**src/rtl/crc_pkg.sv**
```systemverilog
// Shared defaults and FSM state encoding for the CRC frame serializer.
package crc_pkg;

  localparam int           MSG_W_DEF = 10;
  localparam int           CRC_W_DEF = 9;
  localparam logic [8:0]   POLY_DEF  = 9'h103;

  typedef enum logic [1:0] {
    IDLE = 2'd0,
    MSG  = 2'd1,
    CRC  = 2'd2
  } state_t;

endpackage

```
**src/rtl/crc9_serial_lfsr.sv**
```systemverilog
// Bit-serial CRC LFSR (init 0, MSB-first feedback); used only when
// CRC_FRAME_CHECK_EN is defined.
module crc9_serial_lfsr
  import crc_pkg::*;
#(
  parameter int               CRC_W = CRC_W_DEF,
  parameter logic [CRC_W-1:0] POLY  = CRC_W'(POLY_DEF)
) (
  input  logic             clk,
  input  logic             reset,
  input  logic             bit_in,
  input  logic             enable,
  input  logic             clear,
  output logic [CRC_W-1:0] crc
);

  logic [CRC_W-1:0] crc_q, crc_d;
  logic             fb;

  always_comb begin
    fb    = bit_in ^ crc_q[CRC_W-1];
    crc_d = crc_q;
    if (clear) begin
      crc_d = '0;
    end else if (enable) begin
      crc_d = {crc_q[CRC_W-2:0], 1'b0} ^ (fb ? POLY : '0);
    end
  end

  always_ff @(posedge clk or negedge reset) begin
    if (!reset) begin
      crc_q <= '0;
    end else begin
      crc_q <= crc_d;
    end
  end

  assign crc = crc_q;

endmodule

```
**src/rtl/crc_frame_serializer.sv**
```systemverilog
// Serializes {msg, crc} MSB first with sof/eof framing. Optional receive-side
// CRC recheck is enabled by defining CRC_FRAME_CHECK_EN.
module crc_frame_serializer
  import crc_pkg::*;
#(
  parameter int               MSG_W = MSG_W_DEF,
  parameter int               CRC_W = CRC_W_DEF,
  parameter logic [CRC_W-1:0] POLY  = CRC_W'(POLY_DEF)
) (
  input  logic             clk,
  input  logic             reset,
  input  logic [MSG_W-1:0] msg_in,
  input  logic [CRC_W-1:0] crc_in,
  input  logic             in_valid,
  output logic             in_ready,
  output logic             ser_out,
  output logic             ser_valid,
  input  logic             out_ready,
  output logic             sof,
  output logic             eof,
  output logic             crc_err,
  output logic [1:0]       dbg_state
);

  localparam int               FRAME_W  = MSG_W + CRC_W;
  localparam int               CNT_W    = $clog2(FRAME_W + 1);
  localparam logic [CNT_W-1:0] LAST_MSG = CNT_W'(MSG_W - 1);
  localparam logic [CNT_W-1:0] LAST_BIT = CNT_W'(FRAME_W - 1);

  // Handshakes: a frame is taken when in_valid && in_ready at a rising edge;
  // a bit is consumed when ser_valid && out_ready at a rising edge. All
  // outputs come straight from flops, so neither ready depends on a valid.
  state_t               state_q, state_d;
  logic [FRAME_W-1:0]   sr_q, sr_d;
  logic [CNT_W-1:0]     cnt_q, cnt_d;
  logic                 in_ready_q, in_ready_d;
  logic                 ser_valid_q, ser_valid_d;
  logic                 ser_out_q, ser_out_d;
  logic                 sof_q, sof_d;
  logic                 eof_q, eof_d;
  logic                 accept_frame, accept_bit;

`ifdef CRC_FRAME_CHECK_EN
  logic [CRC_W-1:0] crc_lat_q, crc_lat_d;
  logic             crc_err_q, crc_err_d;
  logic [CRC_W-1:0] lfsr_crc;

  crc9_serial_lfsr #(
    .CRC_W (CRC_W),
    .POLY  (POLY)
  ) u_lfsr (
    .clk    (clk),
    .reset  (reset),
    .bit_in (sr_q[FRAME_W-1]),
    .enable ((state_q == MSG) && accept_bit),
    .clear  (accept_frame),
    .crc    (lfsr_crc)
  );
`endif

  always_comb begin
    accept_frame = in_ready_q && in_valid;
    accept_bit   = ser_valid_q && out_ready;
    state_d      = state_q;
    sr_d         = sr_q;
    cnt_d        = cnt_q;
    unique case (state_q)
      IDLE: begin
        if (accept_frame) begin
          state_d = MSG;
          sr_d    = {msg_in, crc_in};
          cnt_d   = '0;
        end
      end
      MSG: begin
        if (accept_bit) begin
          sr_d  = {sr_q[FRAME_W-2:0], 1'b0};
          cnt_d = cnt_q + 1'b1;
          if (cnt_q == LAST_MSG) state_d = CRC;
        end
      end
      CRC: begin
        if (accept_bit) begin
          sr_d  = {sr_q[FRAME_W-2:0], 1'b0};
          cnt_d = cnt_q + 1'b1;
          if (cnt_q == LAST_BIT) state_d = IDLE;
        end
      end
      default: state_d = IDLE;
    endcase

    // Outputs are precomputed from next state so they register alongside it.
    in_ready_d  = (state_d == IDLE);
    ser_valid_d = !in_ready_d;
    ser_out_d   = ser_valid_d && sr_d[FRAME_W-1];
    sof_d       = ser_valid_d && (cnt_d == '0);
    eof_d       = ser_valid_d && (cnt_d == LAST_BIT);

`ifdef CRC_FRAME_CHECK_EN
    crc_lat_d = crc_lat_q;
    crc_err_d = crc_err_q;
    if (accept_frame) begin
      crc_lat_d = crc_in;
      crc_err_d = 1'b0;
    end
    if ((state_q == CRC) && accept_bit && (cnt_q == LAST_BIT)) begin
      crc_err_d = (lfsr_crc != crc_lat_q);
    end
`endif
  end

  always_ff @(posedge clk or negedge reset) begin
    if (!reset) begin
      state_q     <= IDLE;
      sr_q        <= '0;
      cnt_q       <= '0;
      in_ready_q  <= 1'b1;
      ser_valid_q <= 1'b0;
      ser_out_q   <= 1'b0;
      sof_q       <= 1'b0;
      eof_q       <= 1'b0;
`ifdef CRC_FRAME_CHECK_EN
      crc_lat_q   <= '0;
      crc_err_q   <= 1'b0;
`endif
    end else begin
      state_q     <= state_d;
      sr_q        <= sr_d;
      cnt_q       <= cnt_d;
      in_ready_q  <= in_ready_d;
      ser_valid_q <= ser_valid_d;
      ser_out_q   <= ser_out_d;
      sof_q       <= sof_d;
      eof_q       <= eof_d;
`ifdef CRC_FRAME_CHECK_EN
      crc_lat_q   <= crc_lat_d;
      crc_err_q   <= crc_err_d;
`endif
    end
  end

  assign in_ready  = in_ready_q;
  assign ser_valid = ser_valid_q;
  assign ser_out   = ser_out_q;
  assign sof       = sof_q;
  assign eof       = eof_q;
  assign dbg_state = state_q;
`ifdef CRC_FRAME_CHECK_EN
  assign crc_err   = crc_err_q;
`else
  assign crc_err   = 1'b0;
`endif

endmodule

```
**config.mk**
```make
export PLATFORM = sky130hd
export DESIGN_NAME = crc_frame_serializer
export DESIGN_NICKNAME = d
export VERILOG_FILES = /design/src/rtl/crc_pkg.sv /design/src/rtl/crc9_serial_lfsr.sv /design/src/rtl/crc_frame_serializer.sv
export SDC_FILE = /design/constraint.sdc
export NUM_CORES = 1
export LEC_CHECK = 0
export CORE_MARGIN = 1
export CORE_UTILIZATION = 55
export DETAILED_ROUTE_END_ITERATION = 7
export GPL_ROUTABILITY_DRIVEN = 0
export PLACE_DENSITY = 0.85
export SYNTH_ARGS = -nofsm -noshare
export SYNTH_HDL_FRONTEND = slang
export SYNTH_HIERARCHICAL = 1
export SYNTH_SLANG_ARGS = --single-unit
```
**constraint.sdc**
```tcl
create_clock -name clk -period 4 [get_ports clk]
set_input_delay 0.8 -clock clk [delete_from_list [all_inputs] [get_ports clk]]
set_output_delay 0.8 -clock clk [all_outputs]
set_load 0.01 [all_outputs]
```
==> results by group <==
CTS
  • Clk buf depth: 2
  • Reg clk slew, reported paths: roughly 100 ps
  • CTS Sinks: 31
  • Clock Tree Root: clkbuf_4
  • Clock buffer count from CTS: 5
  • Post-CTS resize count: 0
  • H-tree depth: 2
  • Cts hold-fix bufs: 0
  • Clock Latency Late Sink: 320 ps
  • TritonCTS clock tree: yes
  • Post-CTS Setup Repair Bufs: 0

Timing
  • Peak Freq: ~430 MHz
  • Fin crit share: 0.575
  • Final TNS setup: 0 ps
  • Final Max Slew Viols: 0
  • Final Setup Violations: 0
  • Final Critical Period: about 2300 ps
  • Final Hold Violating Endpoints: 0
  • Worst slew margin: 0.569
  • Worst Tran Pin Value: 646 ps
  • Clock Skew: 6.07 ps
  • RSZ-0062 raised after global routing: no

GRT
  • Largest net degree at the start of global routing: 38
  • Met2 Usage GRT: 0.400
  • GRT Resource Usage Total: 0.247
  • Number of global-route vias before repair: 1270
  • Met3 Resource Use GR: 0.0628
  • Met1 usage: 0.324
  • First-pass GRT wire length: 5.93 mm
  • GRT busiest layer: met2
  • GRT overflow: 0
  • Initial antenna violation count: 0

Status
  • Status: finished clean

Pwr
  • PwrDens: between 600 and 700 nW/µm²
  • Leakage: slightly above 0.8 nW
  • Peak supply drop: 0.559 mV

Floorplanning
  • Die H: 56.2 µm
  • Top-level port count: 31
  • # rows: 19
  • Starting Density: 0.586
  • Die Span X: 56.2 µm
  • Core Region: 2760 µm²
  • Die ar.: 3160 µm²

Critical path
  • Critical path class: input port to flip-flop
  • CP arrival: roughly 2600 ps
  • Critical Path End Type: flip-flop
  • R2R cell count: 6
  • CP max FO: 20
  • Worst EP required: roughly 4300 ps
  • R2r endpoint: ser_out
  • Startpoint types: input port
  • Reg2reg start: dbg_state[0]
  • R2r setup slk: roughly 1800 ps

Worst hold path
  • Worst Hold Launch: sr_q[18]
  • Hold endpoint: sr_q[18]
  • Hold Path Stages: 2
  • HP Class: flip-flop to flip-flop

Logic synthesis
  • Seq/Total Area, Yosys: 0.481
  • Post-synthesis cell type count: 38
  • Ys flop type: dfrtp_1
  • Syn_area_per_cell: 9.79 µm²
  • Ys async rst share: 1.00
  • Top-area cell type share of the netlist area: 0.465
  • Number of synthesized flops with an enable pin: 0
  • Area leader, netlist: dfrtp_1
  • Largest cells by area after synthesis: dfrtp_1 (46%), a22oi_1 (8.4%), a21oi_1 (6.2%)
  • Syn_nets: a little under 200
  • Netlist Area Pre-Place: ~1600 µm²
  • Syn Inst Count: ~170
  • Yosys reg bits: 31
  • Ys Warns: 6

Finish
  • Area Overhead vs Synth: 23.1%
  • Commonest cells after routing, fill and taps aside: dfrtp_1 (30), clkdlybuf4s50_1 (29), nor2_1 (22), a21oi_1 (20), a22oi_1 (18)
  • Fillers: 210
  • ANT cells: 0
  • Design area: 1990 µm²
  • Commonest non-fill, non-tap cell in the layout: dfrtp_1
  • Register area: 777 µm²
  • Multi-input logic area: 754 µm²
  • Nets: roughly 220
  • Share of cells above drive strength 1: 0.0773

Job
  • # Max-Cap Violations: 0

Placed design
  • DP Area: 1910 µm²
  • Input/output buffers: 29
  • Post-DP HPWL: 2.45 mm

Drt
  • DRT iter0 DRCs: 58
  • Vias: 1350
  • Post-route ant nets: 0
  • Routed WL: 3.48 mm
  • Remaining DRCs: 0
  • WL/cell: roughly 15 µm
  • Drt pass-1 iters: 4
  • DR vias/cell: around 6
==> layer usage <==
| metal | up-vias | wire [µm] |
|---|---|---|
| met5 | - | 0 |
| met4 | 0 | 87 |
| met3 | 8 | 156 |
| met2 | 38 | 1760 |
| met1 | 658 | 1470 |
| li1 | 646 | - |
==> worst max-delay path by stage <==
stage | start | end | slack, ps | depth (start not counted)
finish | in_valid | eof | 1700 | 7
global route | dbg_state[0] | ser_out | 1560 | 6
CTS | in_valid | eof | 1700 | 7
detailed placement | in_valid | eof | 1380 | 7
global placement | in_valid | eof | 1450 | 7
floorplan | out_ready | eof | 2080 | 5
==> report_power, final <==
group | leakage, nW | total (mW) | internal (mW) | switching (mW)
registers | 0.389 | 0.549 | 0.453 | 0.0966
logic | 0.397 | 0.575 | 0.244 | 0.331
clock network | 0.0395 | 0.238 | 0.133 | 0.105
==> layout make-up <==
type | count | area share
Sequential cell | 31 | 0.391
Clock buffer | 7 | 0.0227
Clock inverter | 1 | 0.0151
Timing Repair Buffer | 32 | 0.157
Tap cell | 31 | 0.0195
Inverter | 8 | 0.0151
Multi-Input combinational cell | 115 | 0.379
==> stage by stage <==
| stage | power, mW | hold WS, ps | std cells | utilization | worst slack [ps] |
|---|---|---|---|---|---|
| after CTS | 1.37 | 539 | 225 | 0.721 | 1700 |
| after floorplan | 0.936 | 494 | 165 | - | 2080 |
| final | 1.36 | 538 | 225 | 0.721 | 1700 |
| after global placement | 1.08 | 508 | 217 | 0.694 | 1450 |
| after detailed placement | 1.13 | 522 | 217 | 0.694 | 1380 |
| after global routing | 1.46 | 567 | 225 | 0.721 | 1560 |
==> flip-flops by register name (all words and copies together) (netlist names) <==
name / count
ser_out: 1
in_ready: 1
dbg_state: 2
eof: 1
ser_valid: 1
sr_q: 19
cnt_q: 5
sof: 1
==> kinds of logic after synthesis <==
| logic type | count (synthesis) | share of synthesized area |
|---|---|---|
| AOI/OAI and AO/OA | 61 | 0.260 |
| and+or+nand+nor | 45 | 0.143 |
| DFF | 31 | 0.481 |
| buffers and inverters | 19 | 0.0519 |
| adders and majority gates | 7 | 0.0542 |
| muxes | 1 | 0.00697 |
| other | 1 | 0.00232 |
==> worst max-delay path, cell delays in order <==
cell and delay, ps:
clkdlybuf4s50_1 470, and3_1 150, buf_4 240, nor2_1 90
a311oi_2 350, o2111ai_1 210, and3b_1 250
==> cell usage after synthesis (2+ instances only) <==
cell type / n
nand3_1: 2
clkbuf_1: 7
a22o_1: 4
nand2_1: 8
dfrtp_1: 30
and3_1: 2
a22oi_1: 18
o22ai_1: 2
nor2_1: 22
o21ai_0: 7
inv_1: 8
o21a_1: 3
ha_1: 7
a21oi_1: 20
nor3_1: 2
Power figures use the tool's default switching activity.
